$ cat config.mk
export PLATFORM = sky130hd
export DESIGN_NAME = urv_imem_arb
export DESIGN_NICKNAME = d
export VERILOG_FILES = /design/src/rtl/urv_defs.sv /design/src/rtl/urv_imem_arb.sv
export SDC_FILE = /design/constraint.sdc
export NUM_CORES = 1
export LEC_CHECK = 0
export ABC_AREA = 1
export BUFFER_PORTS_ARGS = -buffer_cell sky130_fd_sc_hd__buf_2
export CELL_PAD_IN_SITES_DETAIL_PLACEMENT = 0
export CELL_PAD_IN_SITES_GLOBAL_PLACEMENT = 2
export CORE_MARGIN = 3
export CORE_UTILIZATION = 15
export CTS_BUF_LIST = sky130_fd_sc_hd__clkbuf_4 sky130_fd_sc_hd__clkbuf_8 sky130_fd_sc_hd__clkbuf_16
export CTS_CLUSTER_DIAMETER = 100
export DETAILED_ROUTE_END_ITERATION = 12
export PLACE_DENSITY_LB_ADDON = 0.1
export SYNTH_ARGS = -nofsm -noshare
export SYNTH_HDL_FRONTEND = slang
export SYNTH_SLANG_ARGS = --single-unit
$ cat constraint.sdc
create_clock -name clk_i -period 1.9 [get_ports clk_i]
set_clock_uncertainty 0.1 [all_clocks]
set_input_delay 0.38 -clock clk_i [delete_from_list [all_inputs] [get_ports clk_i]]
set_output_delay 0.38 -clock clk_i [all_outputs]
set_load 0.005 [all_outputs]
$ cat src/rtl/urv_defs.sv
// Shared definitions for the uRV instruction-memory arbiter.
package urv_defs;

    // Each state records which requester held the RAM port in the previous cycle.
    localparam logic [0:0] S_FETCH = 1'b0;
    localparam logic [0:0] S_HOST  = 1'b1;

    // Byte address at which the instruction RAM is mapped.
    localparam logic [31:0] START_ADDR = 32'h0000_0000;

endpackage

$ cat src/rtl/urv_imem_arb.sv
// Arbiter that shares the single-port instruction RAM between the core fetch
// port and the host (bootloader/debug) port.
//
// state   | meaning
// S_FETCH | previous cycle granted fetch (or nothing since reset)
// S_HOST  | previous cycle granted host; its ack is due this cycle
//
// Fetch has priority. run_cnt counts consecutive fetch grants, and a pending
// host request wins once FETCH_RUN fetch grants have been made. While the core
// is halted, the host may take every cycle.
module urv_imem_arb
    import urv_defs::*;
#(
    parameter int MEM_AW    = 14,
    parameter int FETCH_RUN = 4
) (
    input  logic              clk_i,
    input  logic              rst_n_i,
    input  logic              core_halt_i,
    input  logic [31:0]       im_addr_i,
    output logic [31:0]       im_data_o,
    output logic              im_valid_o,
    input  logic              h_req_i,
    input  logic              h_we_i,
    input  logic [31:0]       h_addr_i,
    input  logic [31:0]       h_wdata_i,
    input  logic [3:0]        h_be_i,
    output logic              h_ack_o,
    output logic [31:0]       h_rdata_o,
    output logic [MEM_AW-1:0] mem_addr_o,
    output logic [31:0]       mem_wdata_o,
    output logic [3:0]        mem_we_o,
    input  logic [31:0]       mem_rdata_i
);

    localparam logic [3:0] RUN_MAX = 4'(FETCH_RUN);

    logic [0:0]  state;
    logic [3:0]  run_cnt;
    logic        host_en;
    logic        h_grant;
    logic [31:0] im_off;
    logic [31:0] h_off;
    logic [31:0] h_rdata_q;
    logic        unused_addr_bits;

    // Only the word-index bits reach the RAM, so addresses wrap modulo its size.
    assign im_off           = im_addr_i - START_ADDR;
    assign h_off            = h_addr_i - START_ADDR;
    assign unused_addr_bits = ^{im_off[31:MEM_AW+2], im_off[1:0],
                                h_off[31:MEM_AW+2], h_off[1:0]};

    // Host grant. host_en is cleared asynchronously by reset, so an access that
    // is in progress when reset arrives never writes the RAM and never acks.
    always_comb begin
        h_grant = 1'b0;
        if (host_en && h_req_i) begin
            if (core_halt_i) begin
                h_grant = 1'b1;
            end else if (state == S_FETCH && run_cnt == RUN_MAX) begin
                h_grant = 1'b1;
            end
        end
    end

    // Track the previous grant and the saturating fetch-run counter.
    always_ff @(posedge clk_i or negedge rst_n_i) begin
        if (!rst_n_i) begin
            state   <= S_FETCH;
            run_cnt <= RUN_MAX;
            host_en <= 1'b0;
        end else begin
            host_en <= 1'b1;
            if (h_grant) begin
                state   <= S_HOST;
                run_cnt <= '0;
            end else begin
                state <= S_FETCH;
                if (run_cnt != RUN_MAX) begin
                    run_cnt <= run_cnt + 4'd1;
                end
            end
        end
    end

    // Steer the RAM port to whichever requester won this cycle.
    always_comb begin
        mem_addr_o  = im_off[MEM_AW+1:2];
        mem_wdata_o = h_wdata_i;
        mem_we_o    = '0;
        if (h_grant) begin
            mem_addr_o = h_off[MEM_AW+1:2];
            if (h_we_i) begin
                mem_we_o = h_be_i;
            end
        end
    end

    // One-cycle response flags; host read data is captured with the ack and held.
    always_ff @(posedge clk_i or negedge rst_n_i) begin
        if (!rst_n_i) begin
            im_valid_o <= 1'b0;
            h_ack_o    <= 1'b0;
            h_rdata_q  <= '0;
        end else begin
            im_valid_o <= !h_grant && !core_halt_i;
            h_ack_o    <= h_grant;
            if (h_ack_o) begin
                h_rdata_q <= mem_rdata_i;
            end
        end
    end

    // Both ports see the RAM output directly during their response cycle.
    assign im_data_o = mem_rdata_i;
    assign h_rdata_o = h_ack_o ? mem_rdata_i : h_rdata_q;

endmodule

After elaboration in Yosys (flattened, before gate mapping) --
Cells that the tools add are included.
Operators by class: add/subtract/negate cells 1, multiply operators 0, divide/modulo/power cells 0, order comparisons 0, eq/ne operators 2, shifts and indexed selects 0, multiplexer cells 10, bitwise gates (word level) 1, reduce and logical (&&, ||, !) cells 6
Operator list (count):
- 32-bit two-way mux | 1
- 4-bit two-way mux | 4
- 14-bit two-way mux | 1
- 4-bit by 1-bit adder with 4-bit output, second input constant | 1
- 4-bit by 3-bit equality test with 1-bit output, second input constant | 1
- 1-bit two-way mux | 4
- 4-bit by 3-bit inequality test with 1-bit output, second input constant | 1
- 1-bit logical AND | 3
- 1-bit logical NOT | 2
- 2-bit nonzero test | 1
- 1-bit NOT | 1
Word-level totals: register bits after elaboration 40, bits in latches 0, RAM bits 0, memory bits (read-only) 0, input bits 137, memories 0

Logic depth before layout (Yosys ltp) --
depth in word-level cells 7, gate-level depth with buffers 10

Least setup slack after synthesis --
No wires, ideal clock.
path kind register to output, start register run_cnt[0], end output port mem_addr_o[0], arrival 1253 ps, required time 1420 ps, slack 167 ps, stages on the path, launching flop included 11, cell sequence dfrtp_1 inv_1 ha_1 nand2_2 nor2_4 nand2_2 nand2_4 nand2_4 buf_6 nand2_1 nand2_1
On the way: longest elaborated chain between the ends 6
Ends and longest elaborated chain:
- start: declaration | line urv_imem_arb.sv:39 | logic [3:0] run_cnt;
- start signal: assignment | line urv_imem_arb.sv:80 | run_cnt <= run_cnt + 4'd1;
- 4-bit by 3-bit equality test with 1-bit output | line urv_imem_arb.sv:60 | end else if (state == S_FETCH && run_cnt == RUN_MAX) begin
- 1-bit logical AND | line urv_imem_arb.sv:60
- 1-bit two-way mux | line urv_imem_arb.sv:60
- 1-bit two-way mux | line urv_imem_arb.sv:58 | if (core_halt_i) begin
- 1-bit two-way mux | line urv_imem_arb.sv:57 | if (host_en && h_req_i) begin
- 14-bit two-way mux | line urv_imem_arb.sv:91 | if (h_grant) begin
- end: declaration | line urv_imem_arb.sv:30 | output logic [MEM_AW-1:0] mem_addr_o,
Every way passes these cells.

Worst setup path after layout --
start register run_cnt[0], end output port mem_addr_o[2]
Same word-level chain as after synthesis.

==> metrics.md <==
| Metric | Value |
|---|---|
| Status | `finished, violations left` |
| Failing checks | `setup timing` |
| NetSw | `about 1.1 mW` |
| Final WS setup | `-234.8 ps` |
| PortBufs | `152` |
| CTS H-Tree Depth | `2` |
| Total CTS buffers | `5` |
| Power density cells | `1074 mW/mm2` |
| FF-to-FF path depth | `11` |
| Synth warn | `0` |
| Vias/cell | `3.500` |
| Clk slew on worst S/H paths | `60 ps` |
| Synthesized area | `between 0.002 and 0.0025 mm2` |
| Root buffer cell | `clkbuf_16` |
| Maximum clock path buffer count | `2` |
| Hold path endpoint | `im_valid_o` |
| Largest net degree at the start of global routing | `34` |
| Most common cell after layout, fill and taps aside | `buf_2` |
| Initial Utilization | `15.46%` |
| Drt total wl | `7331 um` |
| TritonCTS Sinks | `39` |
| Die Ht | `128.8 um` |
| Comb pwr share | `37.0%` |
| Global-route wire length before repair | `11050 um` |
| Row count | `44` |
| Critical path arrival | `between 1500 and 2000 ps` |
| Synth cell types | `20` |
| HP Class | `input port to flip-flop` |
| DR iter-0 viols | `72` |
| Lkg Pwr | `1.791 nW` |
| Final Core Density | `roughly a fifth` |
| Max-cap violations | `0` |
| Setup violators final | `18` |
| Internal Pwr Total | `2.217 mW` |
| RSZ-0062 raised after global routing | `yes` |
| Die X | `128.8 um` |
| Final min period | `2135 ps` |
| Total Power | `3.338 mW` |
| Die area | `0.01660 mm2` |
| IO Pins | `253` |
| Most frequent cells in the layout | `152 x buf_2, 131 x nand2_1, 38 x dfrtp_1` |
| Final RePlAce weighted congestion | `around 0.70` |
| Share of cells above drive strength 1 | `48.47%` |
| Post-Syn Nets | `430` |
| Number of global-route vias before repair | `roughly 2100` |
| Avg Inst Size Synth | `between 7 and 8 um2` |
| Synth area leader | `dfrtp_1` |
| Hold path cells | `2` |
| Residual DRC | `0` |
| Top cell type's share of synthesized area | `42.01%` |
| Max FO, Critical Path | `7` |
| R2r setup slk | `140 ps` |
| Kind of critical path | `flip-flop to output pin` |
| Achievable frequency | `468.4 MHz` |
| Register area share after synthesis | `43.17%` |
| Avg WL per Cell | `between 10 and 15 um` |
| CP startpoint kind | `flip-flop` |
| Setup slack at placement | `29.95 ps` |
| Grt total ovfl | `0` |
| GRT Resource Usage Total | `8.642%` |
| Placed Area | `0.002824 mm2` |
| DRT Pass-1 Iters | `4` |
| Tcrit/Tclk final | `112.4%` |
| Cell count after synthesis | `291` |
| Max-slew violations | `0` |
| Clk_lat worst skew | `290 ps` |
| N_diodes | `0` |
| Seq cells post-synth | `39` |
| Synth area leaders | `dfrtp_1 42%, nand2_1 22%, buf_4 22%` |
| Core area | `about 0.015 mm2` |
| CTS tree | `done` |
| WP data required | `1420 ps` |
| Vias after detailed routing | `a little over 2000` |
| Net Sw Frac | `33.57%` |
| Min-delay src | `core_halt_i` |
| DP HPWL | `around 5300 um` |
| Sequential Power Share | `35.7%` |
| P&R area growth vs syn | `37.31%` |
| Clk pwr share | `27.3%` |
| Final antenna-violating net count | `0` |
| Initial antenna violation count | `1` |
| Final instance area | `0.003108 mm2` |
| CP Capture Type | `output pin` |
| Endpoints failing hold | `0` |
| Final #Nets | `530` |
| Reg2reg end | `run_cnt[3]` |
| Reg2reg start | `run_cnt[0]` |
| VDD IR max | `301.6 uV` |
-- critical path, stage by stage, from the launching register on --
cell	delay, ps
dfrtp_1	400
inv_2	90
ha_4	150
nand2_4	50
nor2_4	100
nand2_4	70
nand2_8	100
clkbuf_16	160
nand3_1	60
nand2_1	70
buf_2	110
-- layout make-up --
| cell class | instances | area, um2 |
|---|---|---|
| multi-input combinational | 171 | 782.0 |
| clock inverter | 1 | 8.758 |
| timing repair buffer | 166 | 929.6 |
| clock buffer | 7 | 146.4 |
| fill | 1670 | 11540 |
| inverter | 8 | 33.78 |
| tap | 184 | 230.2 |
| sequential | 39 | 977.2 |
-- through the flow --
stage	setup TNS, ps	hold WS (ps)	std cells
after floorplan	0	-15.59	291
after global placement	-0.1965	254.8	563
after detailed placement	0	256.6	563
after CTS	-3538	155.0	573
after global routing	-5384	161.4	576
final	-3614	161.8	576
-- synthesized netlist by cell type --
master    number
conb_1         1
nand3_1       16
clkbuf_1       7
nor2_2         4
dfstp_2        1
nand2_2        2
inv_1          7
nand2_4        2
a21oi_1        1
nand2_1      131
inv_2          1
ha_1           2
buf_2          1
buf_4         65
nor2_4         1
dfrtp_1       38
o21ai_0        1
xor2_1         2
nor2_1         7
buf_6          1
-- state kept, by name (all words and copies together), names as in the netlist --
register / cells
h_ack_o: 1
run_cnt: 4
h_rdata_q: 32
host_en: 1
im_valid_o: 1
-- worst max-delay path by stage --
stage                          start             to  slack [ps]  cells past startpoint
after floorplan           run_cnt[0]  mem_addr_o[0]         170                     10
after global placement    run_cnt[0]  mem_addr_o[2]        -0.2                     10
after detailed placement  run_cnt[0]  mem_addr_o[2]          30                     10
after CTS                 run_cnt[0]  mem_addr_o[2]        -220                     10
after global routing      run_cnt[0]  mem_addr_o[0]        -320                     10
final                     run_cnt[0]  mem_addr_o[2]        -230                     10
-- logic make-up after synthesis --
logic type | synth area share [%]
buffers and inverters | 24.77
other | 0.1657
and+or+nand+nor | 29.57
adders and majority gates | 1.105
xor gates and xnor gates | 0.7740
AOI/OAI and AO/OA | 0.4418
DFF | 43.17
-- power by group through the flow --
stage	Combinational, mW	Clock [mW]	Sequential (mW)
floorplan	0.664	0	1.18
global route	1.43	0.997	1.22
finish	1.23	0.911	1.19
CTS	1.20	0.957	1.19
detailed placement	1.15	0	1.20
global placement	1.16	0	1.20
-- metal layers --
metal  vias up  track usage, %  share of wire (%)
met5         -               0               0.18
met4         2           3.582                1.5
met3        11           3.279                8.1
met2        91           14.45                 50
met1       891           9.906                 40
li1       1021               -                  -
-- repair_timing --
action,in CTS,in global routing
pin swaps,0,3
gates resized for setup,6,9
buffers inserted,1,1
hold buffers,1,0
endpoints found under the hold margin,14,0
setup endpoints to repair,18,54
cloned,0,2
Power figures use the tool's default switching activity.
